<file path="src/rtl/instr_fetch_unit.sv">
// Fetch stage: owns the PC, issues one imem request at a time, hands fetched instruction to IF/ID.
// Latency: FETCH->WAIT->OUT (3 cycles per instruction at zero-wait); holds output while enable=0.
module instr_fetch_unit #(
   parameter logic [31:0] RESET_PC  = 32'h0000_0000,
   parameter logic [31:0] NOP_INSTR = 32'h0000_0013
) (
   input  logic        clk,
   input  logic        reset,
   input  logic        enable,
   input  logic        redirect,
   input  logic [31:0] redirect_pc,
   output logic        imem_req,
   output logic [31:0] imem_addr,
   input  logic        imem_gnt,
   input  logic        imem_rvalid,
   input  logic [31:0] imem_rdata,
   output logic [31:0] f_instr,
   output logic [31:0] f_pc,
   output logic        f_valid
);

   typedef enum logic [1:0] {
      S_FETCH = 2'd0,
      S_WAIT  = 2'd1,
      S_OUT   = 2'd2
   } state_t;

   state_t      state, state_nxt;
   logic [31:0] pc, pc_nxt;
   logic        squash, squash_nxt;
   logic [31:0] instr_nxt, fpc_nxt;
   logic        valid_nxt;
   logic [31:0] target;

   assign target    = {redirect_pc[31:2], 2'b00};
   assign imem_addr = pc;

   always_ff @(posedge clk) begin
      if (!reset) begin
         state   <= S_FETCH;
         pc      <= RESET_PC;
         squash  <= 1'b0;
         f_valid <= 1'b0;
         f_instr <= NOP_INSTR;
         f_pc    <= RESET_PC;
      end else begin
         state   <= state_nxt;
         pc      <= pc_nxt;
         squash  <= squash_nxt;
         f_valid <= valid_nxt;
         f_instr <= instr_nxt;
         f_pc    <= fpc_nxt;
      end
   end

   always_comb begin
      state_nxt  = state;
      pc_nxt     = pc;
      squash_nxt = squash;
      valid_nxt  = f_valid;
      instr_nxt  = f_instr;
      fpc_nxt    = f_pc;
      imem_req   = 1'b0;

      case (state)
         S_FETCH: begin
            imem_req = 1'b1;
            if (redirect) pc_nxt = target;
            if (imem_gnt) begin
               state_nxt = S_WAIT;
               // Granted address is now stale; drop its response when it returns.
               if (redirect) squash_nxt = 1'b1;
            end
         end
         S_WAIT: begin
            if (imem_rvalid) begin
               if (squash || redirect) begin
                  squash_nxt = 1'b0;
                  if (redirect) pc_nxt = target;
                  state_nxt = S_FETCH;
               end else begin
                  instr_nxt = imem_rdata;
                  fpc_nxt   = pc;
                  valid_nxt = 1'b1;
                  state_nxt = S_OUT;
               end
            end else if (redirect) begin
               pc_nxt     = target;
               squash_nxt = 1'b1;
            end
         end
         S_OUT: begin
            if (redirect) begin
               valid_nxt = 1'b0;
               instr_nxt = NOP_INSTR;
               pc_nxt    = target;
               state_nxt = S_FETCH;
            end else if (enable) begin
               valid_nxt = 1'b0;
               instr_nxt = NOP_INSTR;
               pc_nxt    = pc + 32'd4;
               state_nxt = S_FETCH;
            end
         end
         default: state_nxt = S_FETCH;
      endcase
   end

endmodule

</file>
<file path="config.mk">
export PLATFORM = sky130hd
export DESIGN_NAME = instr_fetch_unit
export DESIGN_NICKNAME = d
export VERILOG_FILES = /design/src/rtl/instr_fetch_unit.sv
export SDC_FILE = /design/constraint.sdc
export NUM_CORES = 1
export LEC_CHECK = 0
export CORE_MARGIN = 3
export CORE_UTILIZATION = 34
export DETAILED_ROUTE_END_ITERATION = 10
export GPL_ROUTABILITY_DRIVEN = 0
export PLACE_DENSITY_LB_ADDON = 0.08
export SLEW_MARGIN = 20
export SYNTH_ARGS = -nofsm -noshare
export SYNTH_HDL_FRONTEND = slang
export SYNTH_SLANG_ARGS = --single-unit
</file>
<file path="constraint.sdc">
create_clock -name clk -period 3.1 [get_ports clk]
set_clock_uncertainty 0.05 [all_clocks]
set_input_delay 0.465 -clock clk [delete_from_list [all_inputs] [get_ports clk]]
set_output_delay 0.465 -clock clk [all_outputs]
set_load 0.1 [all_outputs]
</file>
After elaboration in Yosys (flattened, before gate mapping)

Index checks and enable logic that the tools add are counted.

$mul: 0
Div/mod/pow operators: 0
Eq/ne operators: 7
Bitwise logic cells: 1
Magnitude comparators: 0
Shifts and indexed selects: 0
Add/subtract/negate cells: 1
Reduce and logical (&&, ||, !) cells: 10
Muxes and demuxes: 28

Operator list:

| cell                                                | count |
|---|---|
| 2-to-1 mux 32 bit                                   | 9 |
| one-hot mux 32 bit (3 select lines)                 | 1 |
| one-hot mux 32 bit (2 select lines)                 | 1 |
| adder 32 x 3 -> 32 bit, second input constant       | 1 |
| AND reduction 3 bit                                 | 4 |
| 2-to-1 mux 2 bit                                    | 5 |
| 2-to-1 mux 1 bit                                    | 9 |
| inequality test 2 bit, second input constant        | 3 |
| inequality test 3 bit, second input constant        | 2 |
| one-hot mux 2 bit (3 select lines)                  | 1 |
| one-hot mux 1 bit (2 select lines)                  | 2 |
| AND reduction 4 bit                                 | 1 |
| nonzero test 2 bit                                  | 2 |
| nonzero test 3 bit                                  | 1 |
| equality test 2 x 1 -> 1 bit, second input constant | 1 |
| equality test 2 bit, second input constant          | 1 |
| zero test 2 bit                                     | 1 |
| logical OR 1 bit                                    | 1 |
| NOT 1 bit                                           | 1 |

Register bits: 100
Bits of input ports: 70
Latch bits: 0
Memory bits (writable): 0
Memories: 0
Output and inout port bits: 98
Logic and storage cells: 53
ROM bits: 0

Depth between registers and ports, before layout

Word-level depth: 4
Depth in mapped cells: 8
Depth with buffers taken out: 6

Least setup slack after synthesis

Ideal clock, no wire load.

Kind: reg-to-reg
Start: register pc[3] (netlist: imem_addr[3])
End: register pc[28] (netlist: imem_addr[28])
Stages on the path, launching flop included: 7
Data required time: 2.975 ns
Slack: 0.397 ns
Setup time: 0.075 ns
Clock period less this slack: 2.703 ns
Arrival time: 2.578 ns
Cell sequence: dfxtp_1 ha_1 nand3_1 nor3_2 nand2_1 or4_1 a31oi_1

Longest elaborated chain between the ends: 4

RTL lines:

| item                                | RTL line | RTL |
|---|---|---|
| from (decl)                         | 29       | `logic [31:0] pc, pc_nxt;` |
| from (signal assigned)              | 48       | `pc <= pc_nxt;` |
| adder 32 x 3 -> 32 bit              | 101      | `pc_nxt = pc + 32'd4;` |
| 2-to-1 mux 32 bit                   | 98       | `end else if (enable) begin` |
| 2-to-1 mux 32 bit                   | 93       | `if (redirect) begin` |
| one-hot mux 32 bit (3 select lines) | 65       | `case (state)` |

No other way between the ends. The select of a mux whose other input is x is not followed.
A chain may end at the register's enable or synchronous reset.

Final worst setup path

Start: register state[1]
End: register pc[24] (netlist: imem_addr[24])

Longest elaborated chain between the ends: 3
Elaborated cells between the ends (all ways): 8
Those cells by class: eq/ne: 4; mux: 1; reduce/logical: 3

RTL lines:

| item                                                                  | RTL line | RTL |
|---|---|---|
| from (decl)                                                           | 28       | `state_t state, state_nxt;` |
| from (signal assigned)                                                | 47       | `state <= state_nxt;` |
| equality test 2 x 1 -> 1 bit, or another cell as far along            | 65       |  |
| inequality test 3 bit (no line) or nonzero test 3 bit (tied branches) | -        |  |
| AND reduction 3 bit (no line)                                         | -        |  |

Several ways; a longest one is shown, not always the timed one.

==> results.yml <==
run_status:
  outcome: "complete, no violations"
setup_path:
  r2r-end: "imem_addr[24]"
  worstPathMaxFanout: 16
  cpLargestDelayFamily: "simple AND/OR/NAND/NOR gates"
  crit_path_start: "state[1]"
  cp_slowest_cell: "dfxtp_1"
  worstPathArrival_ps: 2550
  cp.required_ps: 3320
  cpPeakStageDelay_ps: 670
  path_buf_inv: 1
  startpoint_type: "register"
  crit_type: "reg2reg"
  reg2reg_depth: 5
  r2r_slack_ps: 770
  crit_chain: "or3b_1 > buf_4 > or3_1 > mux2_2 > a31oi_1"
  crit_path_end_kind: "register"
  r2r_start: "state[1]"
timing:
  max_slew_margin: 0.457
  max_freq_ghz: 0.429
  fin_ws_ps: 768
  rsz0062_at_grt: "false"
  fin_hold_ws_ps: 406
  fin_setup_tns_ps: 0
  drv_slew: 0
  setup_viol: 0
  worst_slew_pin_slew_ps: 808
  period_needed_ps: 2330
  timing.final.crit_share: 0.752
  finalHoldViolCount: 0
worst_hold_path:
  holdPathEnd: "f_pc[29]"
  hp-class: "reg2reg"
  hold-path-cell-count: 2
  min-delay-start: "f_pc[29]"
detailed_routing:
  drc_errors: 0
  dr_wl_met2_mm: 6.71
  ant_nets: 0
  route.top_layer_used: "met4"
  firstDrtPassIters: 4
  finalWirelength_mm: 14.1
  first_iter_violations: 329
  wl_per_cell_microns: 15.9
  met3WireLength_microns: 877
  drt-met1-wl_mm: 6.21
  vias: 4568
  via_per_inst: 5.16
floorplan:
  dieArea_sq_um: 14100
  ios: 168
  fp.dieW_microns: 119
  start_util: 0.354
  rows: 40
  die_h_microns: 119
  coreArea_sq_um: 12200
synthesis:
  synth_top_area_frac: 0.444
  async_flop_share: 0
  synth.most_common_cell: "nand2_1"
  ys_ff_latch: 96
  synth.largest_area_cell: "dfxtp_1"
  synth.area.top_cells: "dfxtp_1 44%, nand2_1 10%, a21oi_1 9.7%"
  yosys_warnings: 0
  synthCells: 569
  synth_edf_count: 0
  yosysUniqueCellTypes: 56
  syn_avg_cell_area_sq_um: 7.60
  syn-cell-area_sq_um: 4330
  ys_top_cells_by_count: "120 x nand2_1, 96 x dfxtp_1, 84 x a21oi_1"
  synth.yosys.seq_area_share: 0.444
  synth_flop_cell: "dfxtp_1"
pwr:
  p_leak_nw: 2.37
  seq_power_share: 0.418
  p_int_w: 0.00220
  switchingPower_w: 0.00100
  power_w: 0.00320
  sw_frac_of_total: 0.313
  ir_drop_mv: 0.294
  comb_power_share: 0.203
  powerDensity_nw_per_um2: 516
  p_clk_frac: 0.379
layout:
  ff_latch_area_sq_um: 1920
  nNetsFinal: 783
  final_core_util: 0.508
  multi_input_area_sq_um: 2200
  diodes: 0
  syn_to_final_growth_pct: 43.3
  drive_above_1_share: 0.202
  fillers: 1249
cts:
  cts_max_path_buffers: 2
  clk_latency_ps: 350
  cts_tree: "done"
  htree_levels: 3
  ctsHoldBuffers: 0
  post_cts_buffers: 0
  cts_resized: 0
  cts-root-buf: "clkbuf_16"
  numCtsBuffers: 9
  clk_pin_slew_worst_paths_ps: 70
  cts.sinks: 96
placed_design:
  dp_hpwl_mm: 9.75
  pre_cts_ws_ps: 561
  portBuffers: 161
grt:
  grt_pass1_wl_mm: 22.7
  antenna_found_initial: 0
  gr-total-overflow: 0
  grt.total_usage: 0.199
  grt_pass1_vias: 4428
  grt_max_degree: 37
run:
  drv_cap: 0
-- layer usage --
metal / track usage / vias to the layer above
li1: - / 2280
met1: 0.245 / 2130
met2: 0.329 / 140
met3: 0.0603 / 18
met4: 0.0681 / 0
met5: 0 / -
-- per-stage QoR --
step	instances	area (sq um)
finish	885	6200
global route	885	6200
CTS	885	6200
detailed placement	869	5880
global placement	869	5880
floorplan	572	4340
-- registers in the layout, indices dropped and copies added, names as in the netlist --
name and flops:
squash 1, f_valid 1, state 2, imem_addr 30, f_pc 30, f_instr 32
-- worst max path at each step --
stage | cells after the start | slack, ps | to
after floorplan | 6 | 400 | imem_addr[28]
after global placement | 6 | 580 | imem_addr[24]
after detailed placement | 6 | 560 | imem_addr[26]
after CTS | 5 | 770 | imem_addr[24]
after global routing | 5 | 620 | imem_addr[26]
final | 5 | 770 | imem_addr[24]
-- worst register-to-register path, stage by stage, from the launching register on --
cell and delay, ps:
dfxtp_1 670, or3b_1 610, buf_4 260, or3_1 300, mux2_2 260, a31oi_1 130
-- cell families (layout without fill, tap and decap cells) --
| logic type | Yosys count | in the layout | share of synthesized area |
|---|---|---|---|
| AO/OA/AOI/OAI | 156 | 156 | 0.215 |
| adder cells (fa/ha/maj) | 1 | 1 | 0.00289 |
| buffers and inverters | 56 | 201 | 0.0541 |
| flip-flops | 96 | 96 | 0.444 |
| multiplexers | 5 | 5 | 0.0121 |
| other | 1 | 4 | 0.000867 |
| AND/OR/NAND/NOR | 254 | 254 | 0.271 |
-- cell type report --
type / count / area share
clock inverter: 4 / 0.0123
tap: 168 / 0.0339
timing repair buffer: 182 / 0.247
clock buffer: 12 / 0.0397
multi-input combinational: 420 / 0.355
sequential: 96 / 0.310
inverter: 3 / 0.00182
-- cell usage in the layout (no fill, tap or decap), drive strengths merged, types with 4 or more instances in the layout --
master	count
o221a	4
and2	5
or3	5
dfxtp	96
nand4	13
a31oi	11
o21ai	22
o22ai	4
a41oi	5
nor3b	5
nor3	9
buf	115
and3	5
nand2	120
clkdlybuf4s50	67
a21oi	84
inv	4
nand3	41
nor2	36
conb	4
clkbuf	12
-- power groups by stage --
stage,Combinational [W],Clock [W],Sequential [W]
2_1_floorplan,0.000174,0,0.00163
3_3_place_gp,0.000647,0,0.00136
3_5_place_dp,0.000650,0,0.00137
4_1_cts,0.000651,0.00125,0.00134
5_1_grt,0.000681,0.00130,0.00135
6_report,0.000648,0.00121,0.00134
Note: power is estimated with default switching activity, not from simulation.
